<file path="config.mk">
export PLATFORM = sky130hd
export DESIGN_NAME = msrv32_ifetch
export DESIGN_NICKNAME = d
export VERILOG_FILES = /design/src/rtl/msrv32_pkg.sv /design/src/rtl/msrv32_ifetch_buf.sv /design/src/rtl/msrv32_ifetch.sv
export SDC_FILE = /design/constraint.sdc
export NUM_CORES = 1
export LEC_CHECK = 0
export ABC_AREA = 1
export CORE_ASPECT_RATIO = 1.1
export CORE_UTILIZATION = 51
export CTS_CLUSTER_SIZE = 25
export DETAILED_ROUTE_END_ITERATION = 8
export DONT_BUFFER_PORTS = 1
export GPL_TIMING_DRIVEN = 0
export PLACE_DENSITY = 0.66
export REMOVE_ABC_BUFFERS = 1
export SLEW_MARGIN = 0
export SYNTH_ARGS = -nofsm -noshare
export SYNTH_HDL_FRONTEND = slang
export SYNTH_SLANG_ARGS = --single-unit
export TNS_END_PERCENT = 20
</file>
<file path="constraint.sdc">
create_clock -name msrv32_mp_clk_in -period 2.7 [get_ports msrv32_mp_clk_in]
set_input_delay 0.27 -clock msrv32_mp_clk_in [delete_from_list [all_inputs] [get_ports msrv32_mp_clk_in]]
set_output_delay 0.27 -clock msrv32_mp_clk_in [all_outputs]
set_load 0.1 [all_outputs]
</file>
<file path="src/rtl/msrv32_pkg.sv">
`default_nettype none
// msrv32_pkg -- shared constants and types for the msrv32 instruction-fetch unit.
// Revision: 1.0
package msrv32_pkg;

  localparam logic [31:0] BOOT_ADDRESS_DEFAULT = 32'h0000_0000;

  localparam logic [1:0] HTRANS_IDLE   = 2'b00;
  localparam logic [1:0] HTRANS_NONSEQ = 2'b10;

  localparam int unsigned IFB_ENTRY_W = 65;

  typedef enum logic [1:0] {
    IF_BOOT  = 2'd0,
    IF_RUN   = 2'd1,
    IF_FAULT = 2'd2
  } ifetch_state_e;

  typedef struct packed {
    logic [31:0] instr;
    logic [31:0] pc;
    logic        fault;
  } ifetch_entry_t;

endpackage
`default_nettype wire

</file>
<file path="src/rtl/msrv32_ifetch_buf.sv">
`default_nettype none
// msrv32_ifetch_buf -- 2-entry fetch FIFO {instr, pc, fault}; head shown on rdata_o.
// Revision: 1.0
module msrv32_ifetch_buf
  import msrv32_pkg::*;
(
  input  logic                   clk_i,
  input  logic                   rst_ni,
  input  logic                   clear_i,
  input  logic                   push_i,
  input  logic                   pop_i,
  input  logic [IFB_ENTRY_W-1:0] wdata_i,
  output logic [IFB_ENTRY_W-1:0] rdata_o,
  output logic [1:0]             count_o
);

  logic [IFB_ENTRY_W-1:0] mem_q [2];
  logic                   wptr_q, wptr_d;
  logic                   rptr_q, rptr_d;
  logic [1:0]             count_q, count_d;
  logic                   do_push;
  logic                   do_pop;

  // A push into a full buffer is only legal when the head leaves in the same cycle.
  always_comb begin
    do_pop  = pop_i && (count_q != 2'd0);
    do_push = push_i && ((count_q != 2'd2) || do_pop);
    wptr_d  = wptr_q;
    rptr_d  = rptr_q;
    count_d = count_q;
    if (clear_i) begin
      wptr_d  = 1'b0;
      rptr_d  = 1'b0;
      count_d = 2'd0;
    end else begin
      if (do_push) wptr_d = ~wptr_q;
      if (do_pop)  rptr_d = ~rptr_q;
      count_d = count_q + {1'b0, do_push} - {1'b0, do_pop};
    end
  end

  always_ff @(posedge clk_i or negedge rst_ni) begin
    if (!rst_ni) begin
      mem_q[0] <= '0;
      mem_q[1] <= '0;
      wptr_q   <= 1'b0;
      rptr_q   <= 1'b0;
      count_q  <= 2'd0;
    end else begin
      if (do_push && !clear_i) mem_q[wptr_q] <= wdata_i;
      wptr_q  <= wptr_d;
      rptr_q  <= rptr_d;
      count_q <= count_d;
    end
  end

  assign rdata_o = mem_q[rptr_q];
  assign count_o = count_q;

endmodule
`default_nettype wire

</file>
<file path="src/rtl/msrv32_ifetch.sv">
`default_nettype none
// msrv32_ifetch -- AHB-lite instruction fetch: pipelined address/data phases, 2-entry buffer, flush/fault.
// Revision: 1.0
module msrv32_ifetch
  import msrv32_pkg::*;
#(
  parameter logic [31:0] BOOT_ADDRESS = BOOT_ADDRESS_DEFAULT
) (
  input  logic        msrv32_mp_clk_in,
  input  logic        msrv32_mp_rst_n_in,
  input  logic [31:0] iaddr_in,
  input  logic        flush_in,
  input  logic        stall_in,
  input  logic        ahb_ready_in,
  input  logic [31:0] ahb_rdata_in,
  input  logic        ahb_resp_in,
  output logic [1:0]  ahb_htrans_out,
  output logic [31:0] ahb_haddr_out,
  output logic [31:0] pc_out,
  output logic        pc_advance_out,
  output logic        instr_valid_out,
  output logic [31:0] instr_out,
  output logic [31:0] instr_pc_out,
  output logic        instr_fault_out
);

  ifetch_state_e state_q, state_d;
  logic [31:0]   pc_q, pc_d;
  logic [31:0]   dph_pc_q, dph_pc_d;
  logic          dph_open_q, dph_open_d;
  logic          discard_q, discard_d;
  logic          hold_q, hold_d;

  logic          accept;
  logic          pop;
  logic          push;
  logic          room;
  logic [2:0]    inflight;
  logic [1:0]    count;
  ifetch_entry_t push_entry;
  ifetch_entry_t head_entry;
  logic [IFB_ENTRY_W-1:0] head_bits;

  always_ff @(posedge msrv32_mp_clk_in or negedge msrv32_mp_rst_n_in) begin
    if (!msrv32_mp_rst_n_in) begin
      state_q <= IF_BOOT;
    end else begin
      state_q <= state_d;
    end
  end

  always_comb begin
    state_d = state_q;
    case (state_q)
      IF_BOOT:  state_d = IF_RUN;
      IF_RUN:   if (push && ahb_resp_in) state_d = IF_FAULT;
      IF_FAULT: state_d = IF_FAULT;
      default:  state_d = IF_BOOT;
    endcase
    if (flush_in) state_d = IF_RUN;
  end

  // Issue only while buffered + in-flight work leaves a free slot; an unaccepted NONSEQ is always held.
  always_comb begin
    inflight       = {1'b0, count} - {2'b00, pop} + {2'b00, dph_open_q};
    room           = (inflight < 3'd2);
    ahb_htrans_out = HTRANS_IDLE;
    if (hold_q || ((state_q == IF_RUN) && room)) ahb_htrans_out = HTRANS_NONSEQ;
  end

  assign accept = (ahb_htrans_out == HTRANS_NONSEQ) && ahb_ready_in;
  assign pop    = instr_valid_out && !stall_in;
  assign push   = dph_open_q && ahb_ready_in && !discard_q && !flush_in;

  always_comb begin
    pc_d       = (accept || flush_in) ? iaddr_in : pc_q;
    dph_pc_d   = accept ? pc_q : dph_pc_q;
    dph_open_d = accept || (dph_open_q && !ahb_ready_in);
    hold_d     = (ahb_htrans_out == HTRANS_NONSEQ) && !ahb_ready_in;
    if (accept) begin
      discard_d = flush_in;
    end else if (dph_open_q && !ahb_ready_in) begin
      discard_d = discard_q || flush_in;
    end else begin
      discard_d = 1'b0;
    end
  end

  always_ff @(posedge msrv32_mp_clk_in or negedge msrv32_mp_rst_n_in) begin
    if (!msrv32_mp_rst_n_in) begin
      pc_q       <= BOOT_ADDRESS;
      dph_pc_q   <= 32'h0000_0000;
      dph_open_q <= 1'b0;
      discard_q  <= 1'b0;
      hold_q     <= 1'b0;
    end else begin
      pc_q       <= pc_d;
      dph_pc_q   <= dph_pc_d;
      dph_open_q <= dph_open_d;
      discard_q  <= discard_d;
      hold_q     <= hold_d;
    end
  end

  assign push_entry = {ahb_rdata_in, dph_pc_q, ahb_resp_in};

  msrv32_ifetch_buf u_buf (
    .clk_i   (msrv32_mp_clk_in),
    .rst_ni  (msrv32_mp_rst_n_in),
    .clear_i (flush_in),
    .push_i  (push),
    .pop_i   (pop),
    .wdata_i (push_entry),
    .rdata_o (head_bits),
    .count_o (count)
  );

  assign head_entry      = head_bits;
  assign instr_valid_out = (count != 2'd0);
  assign instr_out       = head_entry.instr;
  assign instr_pc_out    = head_entry.pc;
  assign instr_fault_out = head_entry.fault;
  assign pc_out          = pc_q;
  assign ahb_haddr_out   = pc_q;
  assign pc_advance_out  = accept;

endmodule
`default_nettype wire

</file>
* Word level (Yosys, flattened, before mapping)
Cells that the tools add are included.
** Storage, ports and cells
- Register bits :: 203
- Bits of input ports :: 70
- Output and inout port bits :: 133
- Word-level logic and storage cells :: 71
** Cells by class
- $add $sub $neg :: 4
- $lt $le $gt $ge :: 4
- Equality and inequality tests :: 5
- Muxes and demuxes :: 17
- Bitwise operators :: 4
- Reductions and logical operators :: 26
** Operators with widths (count)
- $mux 65 :: 4
- $bwmux 130 :: 1
- $demux 65 s1 :: 1
- $logic_and 1x1->1 :: 13
- $mux 2 :: 4
- $mux 1 :: 6
- $pmux 2 s3 :: 1
- $reduce_bool 2->1 :: 3
- $logic_or 1x1->1 :: 5
- $eq 2x2->1 const B :: 2
- $ge 2x2->1 const B :: 2
- $logic_not 1->1 :: 4
- $not 1->2 :: 2
- $add 3x1->3 :: 1
- $lt 3x2->1 const B :: 1
- $ne 3x3->1 const B :: 1
- $sub 2x1->3 :: 1
- $add 2x1->2 :: 1
- $eq 2x1->1 const B :: 1
- $logic_not 2->1 :: 1
- $lt 2x1->1 const B :: 1
- $ne 2x2->1 const B :: 1
- $not 1->1 :: 2
- $sub 2x1->2 :: 1

* Logic depth before layout (Yosys ltp)
Gate-level depths: netlist (run 1).
- Depth after elaboration :: 11
- Gate-level depth with buffers :: 15
- Mapped depth without buffers :: 14

* Hierarchy
A second synthesis (run 1) with hierarchy kept.
** Unflattened totals
- Cells, all modules :: 1171
- Area total of the unflattened synthesis :: 9510.4 um^2
** By module, submodules not included
- msrv32_ifetch_buf :: instances 1, cells an instance 821, area each 6418.7 um^2, seq. area each 3353.2 um^2
- msrv32_ifetch :: instances 1, cells an instance 350, area each 3091.7 um^2, seq. area each 1726.7 um^2

* Worst setup path before layout (run 1)
OpenSTA, ideal clock, no wires.
- Kind :: register -> output
- From :: reg u_buf.count_q[1], in the netlist u_buf.count_o[1]
- To :: out pc_advance_out
- Data arrival time :: 3290 ps
- Data required time :: 2430 ps
- Setup slack :: -860 ps
- Stages on the path, launching flop included :: 14
- Buffers on the path :: 1
- Cells stage by stage :: dfrtp_1 -> inv_2 -> a21oi_1 -> ha_1 -> inv_1 -> nand2_1 -> fa_1 -> nand2_1 -> inv_1 -> nand3_1 -> nand2_1 -> nand2_1 -> inv_2 -> buf_2
** On the way
- Longest elaborated chain between the ends :: 10
** Ends and longest elaborated chain
- from (decl) :: RTL line msrv32_ifetch_buf.sv:20 : logic [1:0] count_q, count_d;
- from (signal assigned) :: RTL line msrv32_ifetch_buf.sv:53 : count_q <= count_d;
- $reduce_bool 2->1 :: RTL line msrv32_ifetch.sv:119 : assign instr_valid_out = (count != 2'd0);
- $logic_and 1x1->1 :: RTL line msrv32_ifetch.sv:72 : assign pop = instr_valid_out && !stall_in;
- $sub 2x1->3 * :: RTL line msrv32_ifetch.sv:65 : inflight = {1'b0, count} - {2'b00, pop} + {2'b00, dph_open_q};
- $add 3x1->3 * :: RTL line msrv32_ifetch.sv:65
- $lt 3x2->1 * :: RTL line msrv32_ifetch.sv:66 : room = (inflight < 3'd2);
- $logic_and 1x1->1 * :: RTL line msrv32_ifetch.sv:68 : if (hold_q || ((state_q == IF_RUN) && room)) ahb_htrans_out = HTRANS_NONSEQ;
- $logic_or 1x1->1 * :: RTL line msrv32_ifetch.sv:68
- $mux 2 * :: RTL line msrv32_ifetch.sv:68
- net ahb_htrans_out[1] :: RTL line msrv32_ifetch.sv:17 : output logic [1:0] ahb_htrans_out,
- $eq 2x2->1 * :: RTL line msrv32_ifetch.sv:71 : assign accept = (ahb_htrans_out == HTRANS_NONSEQ) && ahb_ready_in;
- $logic_and 1x1->1 * :: RTL line msrv32_ifetch.sv:71
- to (decl) :: RTL line msrv32_ifetch.sv:20 : output logic pc_advance_out,
Mark *: on every way through the listed nets, which the timed path passes. The rest lies on a longest branch.

* Worst setup path after layout (run 1)
Same ends and word-level chain as after synthesis.

==> flow_metrics.py, run 1 <==
metrics = {
    "setup_path": {
        "cp_top_family": "adder cells",
        "critical_path_class": "register to output port",
        "crit_chain": "inv_2 > a21oi_4 > ha_4 > inv_2 > nand2_2 > fa_1 > nand2_1 > inv_2 > nand3_4 > nand2_8 > nand2_8 > clkinv_16",
        "cp.arrival_ps": 2690,
        "start_kind": "register",
        "critPathMaxStageDelay_ps": 560,
        "cp_common_cell": "inv_2",
        "crit_buf_inv": 4,
        "slowest_stage": "fa_1",
        "cp.required_ps": 2430,
        "cp_max_fo": 5,
        "critPathCaptureType": "output port",
    },
    "synthesis": {
        "synth_top_area_share_pct": 55.5,
        "synth_area_leaders": "dfrtp_1 56%, nand2_1 21%, o21ai_2 4.6%",
        "yosys_warnings": 0,
        "ys.flop_type": "dfrtp_1",
        "syn_area_per_cell_um2": 8.59,
        "synth_area_mm2": 0.00915,
        "synth_common_cells": "501 x nand2_1, 203 x dfrtp_1, 76 x inv_1",
        "seq_area_frac_synth_pct": 55.5,
        "syn_inst": 1066,
        "ys_ff_latch": 203,
        "yosysMostFrequentCell": "nand2_1",
        "yosysTopAreaCell": "dfrtp_1",
        "synth_cell_type_count": 28,
        "async_flop_share_pct": 100,
        "synth_edf_count": 0,
    },
    "timing": {
        "fin_ws_ps": -264,
        "hold_viol_final": 203,
        "hold-worst-slack_ps": -525,
        "rsz0062_at_grt": "true",
        "maxSlewViolCount": 0,
        "fin_crit_sh_pct": 110,
        "fmaxAchievable_ghz": 0.337,
        "fin_crit_ps": 2960,
        "final.setup_skew_ps": 12.6,
        "setup_viol": 66,
        "maxSlewHeadroom_pct": 27.1,
        "tightest_slew_ps": 1090,
    },
    "layout": {
        "syn_to_final_growth_pct": 25.2,
        "drive_above_1_share_pct": 22.0,
        "layout.nets": 1186,
        "ff_latch_area_mm2": 0.00512,
        "fillCellCount": 1462,
        "postLayoutCoreUtil_pct": 65.0,
        "antenna_cells": 0,
        "fin_area_mm2": 0.0115,
        "multiInputGateArea_mm2": 0.00365,
    },
    "global_route": {
        "globalRouteOverflowTotal": 0,
        "grt_max_degree": 204,
        "grt_usage_pct": 24.0,
        "antenna_found_initial": 0,
        "grt_pass1_wl_mm": 34.5,
        "grt_pass1_vias": 6782,
    },
    "worst_hold_path": {
        "hold_class": "primary input to asynchronous set/reset pin",
    },
    "route": {
        "ant_nets": 0,
        "viasPerCell": 5.06,
        "drc_errors": 0,
        "wl_per_cell_um": 16.1,
        "vias": 6903,
        "drt_first_pass_iters": 5,
        "drt_first_iter_violations": 426,
        "wirelength_mm": 22.0,
    },
    "clock_network": {
        "clk_pin_slew_worst_paths_ps": 60,
        "insertion_delay_ps": 500,
        "cts_buffers": 22,
        "hold_buffers": 68,
        "cts_tree": "built",
        "clock_path_buffers": 3,
        "clock-sinks": 203,
        "root_buffer": "clkbuf_16",
        "cts_max_level": 1,
    },
    "place": {
        "place_congestion": 0.732,
        "placed_area_mm2": 0.00921,
        "io_buffer_count": 0,
        "dpl.hpwl_mm": 10.5,
    },
    "status": {
        "status": "complete, but fails checks",
        "violations": "negative hold slack, negative setup slack",
    },
    "floorplanning": {
        "die_width_um": 130,
        "row_count": 51,
        "initial_core_util_pct": 52.0,
        "core_area_mm2": 0.0176,
        "dieArea_mm2": 0.0185,
        "die_y_um": 143,
        "ioPinCount": 203,
    },
    "job": {
        "drv_cap": 0,
    },
}
==> final cells by class <==
cell class / instances / area share [%]
inverter: 79 / 2.86
clock buffer: 35 / 5.77
timing repair inverter: 3 / 0.481
clock inverter: 5 / 0.481
multi-input combinational: 696 / 31.9
timing repair buffer: 105 / 11.2
sequential: 203 / 44.7
tap: 238 / 2.60
==> worst paths after layout <==
| check | from | endpoint | slack [ps] | cells after the start |
|---|---|---|---|---|
| min in group msrv32_mp_clk_in | ahb_resp_in | state_q[1] | 90 | 4 |
| max | u_buf.count_o[1] | pc_advance_out | -260 | 12 |
| max reg2reg | u_buf.count_o[1] | ahb_haddr_out[18] | -240 | 17 |
| max in group asynchronous | msrv32_mp_rst_n_in | ahb_haddr_out[18] | 2850 | 0 |
| min reg2reg | dph_pc_q[18] | dph_pc_q[18] | 480 | 2 |
| min | msrv32_mp_rst_n_in | u_buf.mem_q[50] | -520 | 0 |
==> sequential cells by signal, indices dropped and copies added, names as in the netlist, named ones only <==
name / flops
dph_pc_q: 32
state_q: 2
u_buf.mem_q: 130
u_buf.rptr_q: 1
u_buf.wptr_q: 1
u_buf.count_o: 2
ahb_haddr_out: 32
hold_q: 1
discard_q: 1
==> cell usage in the layout (no fill, tap or decap), drive strengths merged, types with 2 or more instances in the layout <==
cell         count
buf             37
clkinvlp         2
a21oi            4
ha               5
clkbuf          35
nand2          506
clkinv           5
dfrtp          203
o21ai          131
nor2             5
nand3           37
inv             79
dlygate4sd3     68
==> per-stage QoR <==
step	setup slack (ps)	hold WS [ps]	instances	setup TNS [ps]
detailed placement	-2200	-20.0	1232	-129430
floorplan	-2120	-25.6	974	-189280
CTS	-252	-542	1357	-1490
finish	-264	-525	1364	-11350
global route	-385	-556	1364	-19470
global placement	-3950	-21.0	1212	-512900
==> cells by family (layout without fill, tap and decap cells) <==
group                    after synthesis  count (layout)  synth area share, %
flip-flops                           203             203                 55.5
AO/OA/AOI/OAI                        136             136                 9.42
AND/OR/NAND/NOR                      547             551                 23.4
buffers and inverters                171             227                 10.6
adder cells (fa/ha/maj)                6               6                0.902
XOR/XNOR                               2               2                0.191
other                                  1               1               0.0410
==> repair_timing <==
item                       CTS  global route
pin swaps                    4             7
resized for setup          138            22
setup buffers               10             6
hold endpoints to repair   308           203
cloned                       8             1
setup endpoints to repair  133           105
==> routing by layer <==
metal | track usage [%] | vias to the layer above | wire length (um)
li1 | - | 3362 | -
met2 | 41.2 | 185 | 10900
met5 | 0 | - | 0
met1 | 30.0 | 3323 | 9320
met3 | 5.53 | 33 | 1410
met4 | 7.34 | 0 | 418
Power of run 1 is left out: the tool's default activity adds up to more than one toggle a clock period on the data nets, which glitch-free logic cannot reach.
==> run 2, diff against run 1 <==
- DONT_BUFFER_PORTS: 1 -> default
- GPL_ROUTABILITY_DRIVEN: default -> 0
- PLACE_DENSITY: 0.66 -> 0.81
- clock period: 2.7 -> 3.3 ns (I/O delays scaled with it)
==> flow_metrics.py, run 2 (synthesis results as in run 1) <==
metrics = {
    "floorplanning": {
        "ioPinCount": 203,
        "core_area_mm2": 0.0176,
        "row_count": 51,
        "initial_core_util_pct": 52.0,
        "die_width_um": 130,
        "dieArea_mm2": 0.0185,
        "die_y_um": 143,
    },
    "route": {
        "wirelength_mm": 20.7,
        "vias": 7186,
        "drt_first_iter_violations": 415,
        "wl_per_cell_um": 14.0,
        "ant_nets": 0,
        "drc_errors": 0,
        "viasPerCell": 4.88,
        "drt_first_pass_iters": 5,
    },
    "layout": {
        "regMostFlops": "u_buf.mem_q",
        "drive_above_1_share_pct": 13.9,
        "final_cell_mix": "498 x nand2_1, 201 x dfrtp_1, 133 x clkdlybuf4s50_1",
        "ff_latch_area_mm2": 0.00508,
        "antenna_cells": 0,
        "layout.nets": 1297,
        "largest_reg_flops": 130,
        "syn_to_final_growth_pct": 30.4,
        "final_common_cell": "nand2_1",
        "fillCellCount": 1391,
        "multiInputGateArea_mm2": 0.00317,
    },
    "setup_path": {
        "critical_path_class": "register to output port",
        "critPathMaxStageDelay_ps": 490,
        "slowest_stage": "fa_1",
        "cp.required_ps": 2970,
        "crit_chain": "inv_2 > a21oi_4 > ha_1 > inv_1 > nand2_1 > fa_1 > nand2_1 > inv_1 > nand3_2 > nand2_4 > nand2_8 > buf_16 > clkinv_16 > buf_16",
        "cp_max_fo": 17,
        "cp.arrival_ps": 2850,
        "start_kind": "register",
        "critPathCaptureType": "output port",
    },
    "timing": {
        "tightest_slew_ps": 992,
        "maxSlewViolCount": 0,
        "hold_viol_final": 0,
        "fin_crit_ps": 3180,
        "setup_viol": 0,
        "maxSlewHeadroom_pct": 33.6,
        "fmaxAchievable_ghz": 0.315,
        "fin_crit_sh_pct": 96.2,
        "final.setup_skew_ps": 11.5,
        "rsz0062_at_grt": "true",
        "hold-worst-slack_ps": 383,
    },
    "clock_network": {
        "cts_buffers": 21,
        "cts_max_level": 1,
        "insertion_delay_ps": 480,
        "clk_pin_slew_worst_paths_ps": 60,
        "clock-sinks": 203,
        "clock_path_buffers": 3,
        "root_buffer": "clkbuf_16",
        "cts_tree": "built",
    },
    "place": {
        "io_buffer_count": 201,
        "dpl.hpwl_mm": 12.4,
    },
    "worst_hold_path": {
        "hold_class": "primary input to register",
    },
    "global_route": {
        "globalRouteOverflowTotal": 0,
        "grt_pass1_vias": 6840,
        "grt_max_degree": 107,
        "grt_usage_pct": 22.6,
        "antenna_found_initial": 0,
        "grt_pass1_wl_mm": 33.3,
    },
    "job": {
        "drv_cap": 0,
    },
    "status": {
        "status": "finished clean",
    },
}
-- run 2: repair_timing --
action,CTS,global route
setup endpoints to repair,131,22
hold buffers,1,0
setup buffers,2,7
hold endpoints to repair,97,0
cloned,3,1
resized for setup,172,30
pin swaps,1,2
-- run 2: path summary, 6_finish.rpt --
check	startpoint	to	slack (ps)	cells past startpoint
max	u_buf.count_o[1]	pc_advance_out	120	14
max in group asynchronous	msrv32_mp_rst_n_in	u_buf.mem_q[6]	1900	3
min reg2reg	state_q[1]	state_q[1]	470	2
min in group asynchronous	msrv32_mp_rst_n_in	u_buf.mem_q[107]	440	2
max reg2reg	u_buf.count_o[1]	ahb_haddr_out[3]	280	16
min	iaddr_in[21]	ahb_haddr_out[21]	380	3
-- run 2: per-layer routing --
| layer | part of all wire [%] | global-route usage [%] |
|---|---|---|
| met2 | 50 | 39.2 |
| met5 | 0 | 0 |
| met1 | 41 | 28.3 |
| met4 | 1.8 | 6.18 |
| met3 | 6.9 | 5.04 |
-- run 2: area by class of cell --
class                      count  area share (%)
clock buffer                  32            5.34
clock inverter                 4           0.377
inverter                      79            2.71
multi-input combinational    693            26.5
sequential                   203            42.6
tap                          238            2.50
timing repair buffer         222            19.9
timing repair inverter         1          0.0944
-- run 2: worst max-delay path: cells and delay by family (launching register included) --
kind	cells	cell delay, ps
flip-flops	1	420
buffers and inverters	6	670
adder cells (fa/ha/maj)	2	760
AO/OA/AOI/OAI	1	70
AND/OR/NAND/NOR	5	410
-- run 2: per-stage QoR --
stage	cells	utilization (%)	worst slack [ps]	setup TNS, ps	cell area (um^2)
after global routing	1472	67.8	-20.5	-35.7	11900
after global placement	1413	61.3	-6410	-1716530	10800
after floorplan	974	-	-1580	-102770	8480
final	1472	67.8	124	0	11900
after CTS	1464	67.5	-108	-108	11900
after detailed placement	1422	62.5	-1810	-45880	11000
Power of run 2 is left out for the same reason.
==> run 3, diff against run 2 <==
==> constraint.sdc (replaced) <==
create_clock -name msrv32_mp_clk_in -period 3.3 [get_ports msrv32_mp_clk_in]
set_input_delay 0.495 -clock msrv32_mp_clk_in [delete_from_list [all_inputs] [get_ports msrv32_mp_clk_in]]
set_output_delay 0.495 -clock msrv32_mp_clk_in [all_outputs]
set_load 0.1 [all_outputs]
==> flow_metrics.py, run 3 (synthesis results as in run 1) <==
metrics = {
    "status": {
        "status": "finished clean",
    },
    "job": {
        "drv_cap": 0,
    },
    "floorplanning": {
        "die_y_um": 143,
        "row_count": 51,
        "initial_core_util_pct": 52.0,
        "dieArea_mm2": 0.0185,
        "ioPinCount": 203,
        "die_width_um": 130,
        "core_area_mm2": 0.0176,
    },
    "clock_network": {
        "root_buffer": "clkbuf_16",
        "clock_path_buffers": 3,
        "cts_max_level": 1,
        "cts_tree": "built",
        "clock-sinks": 203,
        "hold_buffers": 0,
        "clk_pin_slew_worst_paths_ps": 60,
        "insertion_delay_ps": 480,
        "cts_buffers": 21,
    },
    "global_route": {
        "grt_pass1_wl_mm": 33.7,
        "globalRouteOverflowTotal": 0,
        "grt_max_degree": 107,
        "grt_usage_pct": 22.9,
        "grt_pass1_vias": 6905,
        "antenna_found_initial": 0,
    },
    "layout": {
        "final_cell_mix": "497 x nand2_1, 201 x dfrtp_1, 132 x clkdlybuf4s50_1",
        "regMostFlops": "u_buf.mem_q",
        "largest_reg_flops": 130,
        "multiInputGateArea_mm2": 0.00318,
        "layout.nets": 1300,
        "syn_to_final_growth_pct": 32.0,
        "drive_above_1_share_pct": 15.8,
        "ff_latch_area_mm2": 0.00508,
        "fin_area_mm2": 0.0121,
        "fillCellCount": 1382,
        "postLayoutCoreUtil_pct": 68.6,
        "final_common_cell": "nand2_1",
        "antenna_cells": 0,
    },
    "setup_path": {
        "slowest_stage": "fa_1",
        "r2r.worst_path.cells": 16,
        "critical_path_class": "register to output port",
        "rrSetupSlack_ps": 320,
        "start_kind": "register",
        "crit_chain": "inv_2 > a21oi_4 > ha_4 > inv_4 > nand2_2 > fa_1 > nand2_1 > inv_1 > nand3_2 > nand2_4 > nand2_8 > buf_16 > clkinv_16 > buf_16",
        "cp.required_ps": 2800,
        "critPathCaptureType": "output port",
        "worstSetupStartpoint": "u_buf.count_o[1]",
        "crit_buf_inv": 6,
        "rr_startpoint": "u_buf.count_o[1]",
        "cp_max_fo": 7,
        "cp.arrival_ps": 2760,
        "cp_top_family": "adder cells",
        "cp_common_cell": "buf_16",
        "critPathMaxStageDelay_ps": 480,
        "timing.rr.end": "ahb_haddr_out[3]",
    },
    "timing": {
        "setup_viol": 0,
        "fin_crit_ps": 3260,
        "final.setup_skew_ps": 13.7,
        "fin_crit_sh_pct": 98.8,
        "rsz0062_at_grt": "true",
        "fmaxAchievable_ghz": 0.307,
        "setup_tns_ps": 0,
        "tightest_slew_ps": 993,
        "hold-worst-slack_ps": 9.63,
        "maxSlewHeadroom_pct": 33.6,
        "maxSlewViolCount": 0,
        "hold_viol_final": 0,
    },
    "route": {
        "viasPerCell": 4.89,
        "ant_nets": 0,
        "drt_first_pass_iters": 5,
        "vias": 7216,
        "wirelength_mm": 20.9,
        "drc_errors": 0,
        "drt_first_iter_violations": 434,
        "wl_per_cell_um": 14.2,
    },
    "place": {
        "io_buffer_count": 201,
        "dpl.hpwl_mm": 12.4,
        "placed_area_mm2": 0.0110,
    },
    "worst_hold_path": {
        "hold_class": "primary input to asynchronous set/reset pin",
    },
}
run 3: changes by cell type in the layout (fill, tap and decap cells not counted), moves of 2 or more:
cell             before  now
clkbuf_2             10    0
inv_2                 4    2
dlygate4sd2_1         9    0
clkdlybuf4s15_1       8    0
buf_4                10   13
inv_4                 0    3
clkdlybuf4s15_2      38   65
run 3: metal layers:
| metal | up-vias | routed length (um) | track usage, % |
|---|---|---|---|
| met3 | 38 | 1450 | 5.00 |
| met5 | - | 0 | 0 |
| li1 | 3575 | - | - |
| met1 | 3396 | 8590 | 28.7 |
| met4 | 0 | 441 | 6.92 |
| met2 | 207 | 10400 | 39.5 |
run 3: cell type report:
class                           instances  share of cell area (%)
Multi-Input combinational cell        693                    26.3
Timing Repair inverter                  1                  0.0725
Inverter                               79                    2.73
Clock inverter                          4                   0.373
Clock buffer                           32                    5.27
Tap cell                              238                    2.47
Sequential cell                       203                    42.1
Timing Repair Buffer                  225                    20.7
run 3: worst max path at each step:
stage               cells past startpoint  slack, ps          endpoint
floorplan                              11      -1740    pc_advance_out
global placement                        1      -6570  ahb_haddr_out[8]
detailed placement                     14      -2140    pc_advance_out
CTS                                    14       -250    pc_advance_out
global route                           14        -60    pc_advance_out
finish                                 14         40    pc_advance_out
run 3: per-stage QoR:
stage	cells	worst slack [ps]
after floorplan	974	-1740
after global placement	1413	-6570
after detailed placement	1422	-2140
after CTS	1464	-246
after global routing	1475	-57.4
final	1475	40.3
run 3: worst register-to-register path, delay by kind of cell, from the launching register on:
| family | cells | cell delay (ps) |
|---|---|---|
| flops | 1 | 380 |
| simple gates | 8 | 1120 |
| compound gates | 1 | 190 |
| fa+ha+maj | 2 | 710 |
| buf+inv | 5 | 510 |
run 3: what timing repair did:
action | 4_1_cts | 5_1_grt
pin swaps | 1 | 2
setup buffers | 2 | 11
gates cloned | 4 | 0
resized for setup | 226 | 11
endpoints found under the setup margin | 131 | 11
Power of run 3 is left out for the same reason.
